File: src/rtl/aes_pkg.sv
// Shared AES definitions.
// Holds the state and byte typedefs, the FIPS-197 forward S-box table and
// a helper that maps a state byte index to its bit position.
// No ports (package).
package aes_pkg;

   typedef logic [127:0] aes_state_t;
   typedef logic [7:0]   aes_byte_t;

   // Forward S-box, row n holds S(n0)..S(nf).
   localparam aes_byte_t SBOX [256] = '{
      8'h63, 8'h7c, 8'h77, 8'h7b, 8'hf2, 8'h6b, 8'h6f, 8'hc5,
      8'h30, 8'h01, 8'h67, 8'h2b, 8'hfe, 8'hd7, 8'hab, 8'h76,
      8'hca, 8'h82, 8'hc9, 8'h7d, 8'hfa, 8'h59, 8'h47, 8'hf0,
      8'had, 8'hd4, 8'ha2, 8'haf, 8'h9c, 8'ha4, 8'h72, 8'hc0,
      8'hb7, 8'hfd, 8'h93, 8'h26, 8'h36, 8'h3f, 8'hf7, 8'hcc,
      8'h34, 8'ha5, 8'he5, 8'hf1, 8'h71, 8'hd8, 8'h31, 8'h15,
      8'h04, 8'hc7, 8'h23, 8'hc3, 8'h18, 8'h96, 8'h05, 8'h9a,
      8'h07, 8'h12, 8'h80, 8'he2, 8'heb, 8'h27, 8'hb2, 8'h75,
      8'h09, 8'h83, 8'h2c, 8'h1a, 8'h1b, 8'h6e, 8'h5a, 8'ha0,
      8'h52, 8'h3b, 8'hd6, 8'hb3, 8'h29, 8'he3, 8'h2f, 8'h84,
      8'h53, 8'hd1, 8'h00, 8'hed, 8'h20, 8'hfc, 8'hb1, 8'h5b,
      8'h6a, 8'hcb, 8'hbe, 8'h39, 8'h4a, 8'h4c, 8'h58, 8'hcf,
      8'hd0, 8'hef, 8'haa, 8'hfb, 8'h43, 8'h4d, 8'h33, 8'h85,
      8'h45, 8'hf9, 8'h02, 8'h7f, 8'h50, 8'h3c, 8'h9f, 8'ha8,
      8'h51, 8'ha3, 8'h40, 8'h8f, 8'h92, 8'h9d, 8'h38, 8'hf5,
      8'hbc, 8'hb6, 8'hda, 8'h21, 8'h10, 8'hff, 8'hf3, 8'hd2,
      8'hcd, 8'h0c, 8'h13, 8'hec, 8'h5f, 8'h97, 8'h44, 8'h17,
      8'hc4, 8'ha7, 8'h7e, 8'h3d, 8'h64, 8'h5d, 8'h19, 8'h73,
      8'h60, 8'h81, 8'h4f, 8'hdc, 8'h22, 8'h2a, 8'h90, 8'h88,
      8'h46, 8'hee, 8'hb8, 8'h14, 8'hde, 8'h5e, 8'h0b, 8'hdb,
      8'he0, 8'h32, 8'h3a, 8'h0a, 8'h49, 8'h06, 8'h24, 8'h5c,
      8'hc2, 8'hd3, 8'hac, 8'h62, 8'h91, 8'h95, 8'he4, 8'h79,
      8'he7, 8'hc8, 8'h37, 8'h6d, 8'h8d, 8'hd5, 8'h4e, 8'ha9,
      8'h6c, 8'h56, 8'hf4, 8'hea, 8'h65, 8'h7a, 8'hae, 8'h08,
      8'hba, 8'h78, 8'h25, 8'h2e, 8'h1c, 8'ha6, 8'hb4, 8'hc6,
      8'he8, 8'hdd, 8'h74, 8'h1f, 8'h4b, 8'hbd, 8'h8b, 8'h8a,
      8'h70, 8'h3e, 8'hb5, 8'h66, 8'h48, 8'h03, 8'hf6, 8'h0e,
      8'h61, 8'h35, 8'h57, 8'hb9, 8'h86, 8'hc1, 8'h1d, 8'h9e,
      8'he1, 8'hf8, 8'h98, 8'h11, 8'h69, 8'hd9, 8'h8e, 8'h94,
      8'h9b, 8'h1e, 8'h87, 8'he9, 8'hce, 8'h55, 8'h28, 8'hdf,
      8'h8c, 8'ha1, 8'h89, 8'h0d, 8'hbf, 8'he6, 8'h42, 8'h68,
      8'h41, 8'h99, 8'h2d, 8'h0f, 8'hb0, 8'h54, 8'hbb, 8'h16
   };

   // Byte i of the state occupies bits [127-8i : 120-8i]; returns the LSB position.
   function automatic int unsigned byte_lsb(input int unsigned idx);
      return 120 - 8 * idx;
   endfunction

endpackage

File: src/rtl/aes_sbox.sv
// AES forward S-box, purely combinational table lookup.
// Ports:
//   i_byte  8-bit input byte
//   o_byte  8-bit substituted byte
module aes_sbox
   import aes_pkg::*;
(
   input  logic [7:0] i_byte,
   output logic [7:0] o_byte
);

   assign o_byte = SBOX[i_byte];

endmodule

File: src/rtl/aes_subbytes.sv
// AES SubBytes stage with optional ShiftRows, one-cycle registered latency.
// Build option: define AES_SUBBYTES_SHIFTROWS_EN to append ShiftRows after
// SubBytes; otherwise the output is SubBytes only.
// Ports:
//   clk        rising-edge clock
//   rst        synchronous active-high reset
//   in_valid   state_in is valid this cycle
//   state_in   128-bit AES state, byte 0 in bits [127:120]
//   out_valid  state_out holds a fresh result
//   state_out  128-bit transformed state, registered
module aes_subbytes
   import aes_pkg::*;
(
   input  logic         clk,
   input  logic         rst,
   input  logic         in_valid,
   input  logic [127:0] state_in,
   output logic         out_valid,
   output logic [127:0] state_out
);

   aes_state_t w_sub;
   aes_state_t w_next;
   aes_state_t r_state;
   logic       r_valid;

   for (genvar gi = 0; gi < 16; gi++) begin : g_sbox
      aes_sbox u_sbox (
         .i_byte (state_in[byte_lsb(gi) +: 8]),
         .o_byte (w_sub[byte_lsb(gi) +: 8])
      );
   end

`ifdef AES_SUBBYTES_SHIFTROWS_EN
   // Byte (r,c) sits at index r+4c; row r rotates left by r columns.
   for (genvar gr = 0; gr < 4; gr++) begin : g_row
      for (genvar gc = 0; gc < 4; gc++) begin : g_col
         assign w_next[byte_lsb(gr + 4 * gc) +: 8] =
            w_sub[byte_lsb(gr + 4 * ((gc + gr) % 4)) +: 8];
      end
   end
`else
   assign w_next = w_sub;
`endif

   always_ff @(posedge clk) begin
      if (rst) begin
         r_valid <= 1'b0;
         r_state <= '0;
      end else begin
         r_valid <= in_valid;
         // Idle cycles keep the last result visible.
         if (in_valid) begin
            r_state <= w_next;
         end
      end
   end

   assign out_valid = r_valid;
   assign state_out = r_state;

endmodule

File: config.mk
export PLATFORM = sky130hd
export DESIGN_NAME = aes_subbytes
export DESIGN_NICKNAME = d
export VERILOG_FILES = /design/src/rtl/aes_pkg.sv /design/src/rtl/aes_sbox.sv /design/src/rtl/aes_subbytes.sv
export SDC_FILE = /design/constraint.sdc
export NUM_CORES = 2
export LEC_CHECK = 0
export ABC_AREA = 1
export CAP_MARGIN = 20
export CORE_MARGIN = 2
export CORE_UTILIZATION = 35
export CTS_BUF_LIST = sky130_fd_sc_hd__clkbuf_8
export CTS_CLUSTER_SIZE = 20
export DETAILED_ROUTE_END_ITERATION = 8
export GPL_ROUTABILITY_DRIVEN = 1
export HOLD_SLACK_MARGIN = 0.15
export PLACE_DENSITY = 0.47
export SLEW_MARGIN = 20
export SYNTH_ARGS = -nofsm -noshare
export SYNTH_HDL_FRONTEND = slang
export SYNTH_SLANG_ARGS = --single-unit
File: constraint.sdc
create_clock -name clk -period 4.6 [get_ports clk]
set_input_delay 0.46 -clock clk [delete_from_list [all_inputs] [get_ports clk]]
set_output_delay 0.46 -clock clk [all_outputs]
set_load 0.01 [all_outputs]
==> flow_metrics.env <==
export IMPL_cts_sinks=129
export IMPL_hold_slack_ns=0.268
export IMPL_finalWeightedCongestion=1.07
export IMPL_synth_area_leaders="nand3_1 (30%), nand2_1 (29%), nor2_1 (7.4%)"
export IMPL_yosysTopAreaCellShare_pct=30.0
export IMPL_synth_seq_cells=129
export IMPL_leakagePower_nw=29.2
export IMPL_htree_num_levels=4
export IMPL_clockBufferDepth=2
export IMPL_final_area_mm2=0.0550
export IMPL_die_h_um=387
export IMPL_num_rows=140
export IMPL_rsz0062_at_grt="false"
export IMPL_port_buffers=259
export IMPL_die_area_mm2=0.150
export IMPL_drc=0
export IMPL_tightestPinTransition_ns=1.10
export IMPL_synth_ff_type="dfxtp_1"
export IMPL_power_density_mw_per_mm2=168
export IMPL_first_pass_iters=7
export IMPL_initial_core_util_pct=35.3
export IMPL_layout_nets=11000
export IMPL_async_flop_share_pct=0
export IMPL_vias_per_cell=6.31
export IMPL_dpl_cell_count=12500
export IMPL_cp_slowest_cell="clkdlybuf4s50_1"
export IMPL_clock_skew_final_ns=0
export IMPL_path_class="primary input to register"
export IMPL_instances_no_fill=12600
export IMPL_fin_crit_sh_pct=65.0
export IMPL_placed_cell_area_mm2=0.0546
export IMPL_finalSetupTns_ns=0
export IMPL_startpoint_type="primary input"
export IMPL_core_area_mm2=0.146
export IMPL_drive_gt1_share_pct=3.91
export IMPL_startpoint="state_in[97]"
export IMPL_yosysWarnings=0
export IMPL_clk_pin_slew_ns=0.10
export IMPL_cts_tree="yes"
export IMPL_antenna_found_initial=10
export IMPL_syn_area_mm2=0.0513
export IMPL_place_detailed_hpwl_um=220000
export IMPL_timing_fmax_mhz=334
export IMPL_max_cap_violations=0
export IMPL_area_delta_synth_final_pct=7.21
export IMPL_clk_insertion_delay_late_ns=0.72
export IMPL_cts_repair_resized=0
export IMPL_fin_crit_ns=2.99
export IMPL_ir_worst_vdd_mv=0.155
export IMPL_overflow=0
export IMPL_cp_common_cell="nand2_1"
export IMPL_synth_common_cells="nand2_1 (3,940), nand3_1 (3,075), nor2_1 (1,016)"
export IMPL_yosysTopAreaCell="nand3_1"
export IMPL_ioPinCount=260
export IMPL_die_w_um=387
export IMPL_wl_per_cell_um=24.6
export IMPL_critPathMaxFanout=15
export IMPL_required_ns=5.20
export IMPL_hold_violations=0
export IMPL_setup_violations=0
export IMPL_cpLargestDelayFamily="buffers and inverters"
export IMPL_syn_instance_count=10900
export IMPL_first_global_vias=72500
export IMPL_grtUsageTotal_pct=39.0
export IMPL_yosysMostFrequentCell="nand2_1"
export IMPL_status="finished, final reports clean"
export IMPL_slew_headroom_pct=26.9
export IMPL_post_cts_buffers=0
export IMPL_hold_start="in_valid"
export IMPL_postLayoutCoreUtil_pct=37.8
export IMPL_ant_nets=0
export IMPL_slew_viol_final=0
export IMPL_syn_nets=11200
export IMPL_cts_buffers=17
export IMPL_endpoint_kind="register"
export IMPL_synth_edff_count=0
export IMPL_worst_path_buf_inv=4
export IMPL_hold_class="primary input to register"
export IMPL_yosysSeqAreaShare_pct=5.03
export IMPL_drt_iter0_markers=14500
export IMPL_grt_pass1_wl_um=462000
export IMPL_syn_area_per_cell_um2=4.73
export IMPL_r2r_start="state_out[95]$_SDFFE_PP0P_"
export IMPL_wirelength_um=310000
export IMPL_arrival_ns=3.59
export IMPL_crit_chain="clkdlybuf4s50_1 -> inv_1 -> ha_1 -> inv_1 -> nor2_1 -> nand2_1 -> nand2_1 -> inv_1 -> nand3_1 -> nand2_1 -> nand3_1 -> nand3_1 -> nand2_1 -> nor2_1 -> nor2_1"
export IMPL_root_buffer="clkbuf_8"
export IMPL_slowest_delay_ns=0.89
export IMPL_num_vias=79500
export IMPL_grt_max_degree=78
export IMPL_synth_distinct_cells=40
cell usage in the layout, fill, tap and decap left out, types with 16 or more instances in the layout:
master and count:
buf_4 229, inv_1 633, nand2_1 3940, clkbuf_8 18, clkdlybuf4s50_1 228, inv_2 44, a21oi_1 338, buf_2 29
nor3_1 24, nor2_1 1016, nand2_2 23, o21ai_0 353, o211ai_1 94, dfxtp_1 129, ha_1 240, nand4_1 88
nor2_2 29, o21ai_1 17, clkinv_1 17, nand3b_1 16, nand3_1 3075
state kept, by name, summed over array words and instances (netlist names):
register and count:
out_valid 1, state_out 128
tightest hold or removal path, cell delays in order:
cell	delay (ns)
buf_8	0.26
inv_1	0.12
nor2_1	0.04
metal layers:
| metal | wire length (um) | part of all wire [%] | global-route usage [%] | vias up |
|---|---|---|---|---|
| met5 | 38 | 0.012 | 0 | - |
| met4 | 18600 | 6.0 | 20.2 | 6 |
| met3 | 42100 | 14 | 9.59 | 1327 |
| met2 | 129000 | 42 | 58.2 | 6819 |
| met1 | 120000 | 39 | 51.7 | 36000 |
| li1 | - | - | - | 35300 |
power by group:
part / internal, mW / switching [mW]
clock: 0.391 / 0.787
combinational: 1.91 / 4.86
sequential: 1.21 / 0.0855
total: 3.52 / 5.73
path summary, 6_finish.rpt:
path	to	slack [ns]	depth (start not counted)
setup / recovery	state_out[98]$_SDFFE_PP0P_	1.61	15
hold / removal	out_valid$_SDFF_PP0_	0.27	3
setup reg to reg	state_out[95]$_SDFFE_PP0P_	3.63	4
hold reg to reg	state_out[113]$_SDFFE_PP0P_	0.52	2
final cells by class:
| cell class | count | area (um^2) |
|---|---|---|
| Antenna cell | 8 | 20.0 |
| Clock buffer | 18 | 248 |
| Clock inverter | 14 | 108 |
| Fill cell | 17300 | 90500 |
| Inverter | 696 | 2620 |
| Multi-Input combinational cell | 9310 | 42800 |
| Sequential cell | 129 | 2580 |
| Tap cell | 1917 | 2400 |
| Timing Repair Buffer | 494 | 4280 |
logic make-up (layout without fill, tap and decap cells):
logic type,count (synthesis),after routing,share of synthesized area (%)
buffers and inverters,1420,1222,11.6
other,0,8,0
DFF,129,129,5.03
and+or+nand+nor,8230,8230,68.6
adders and majority gates,240,240,5.85
AOI/OAI and AO/OA,840,840,8.82
what timing repair did:
item | in CTS | in global routing
setup endpoints to repair | 0 | 0
endpoints found under the hold margin | 1 | 0
hold buffers | 1 | 0
stage by stage:
stage	setup slack [ns]	total power, mW
after floorplan	2.39	5.47
after global placement	0.991	7.87
after detailed placement	0.987	7.74
after CTS	1.80	8.97
after global routing	1.47	9.79
final	1.61	9.24
(Power assumes the default switching activity.)
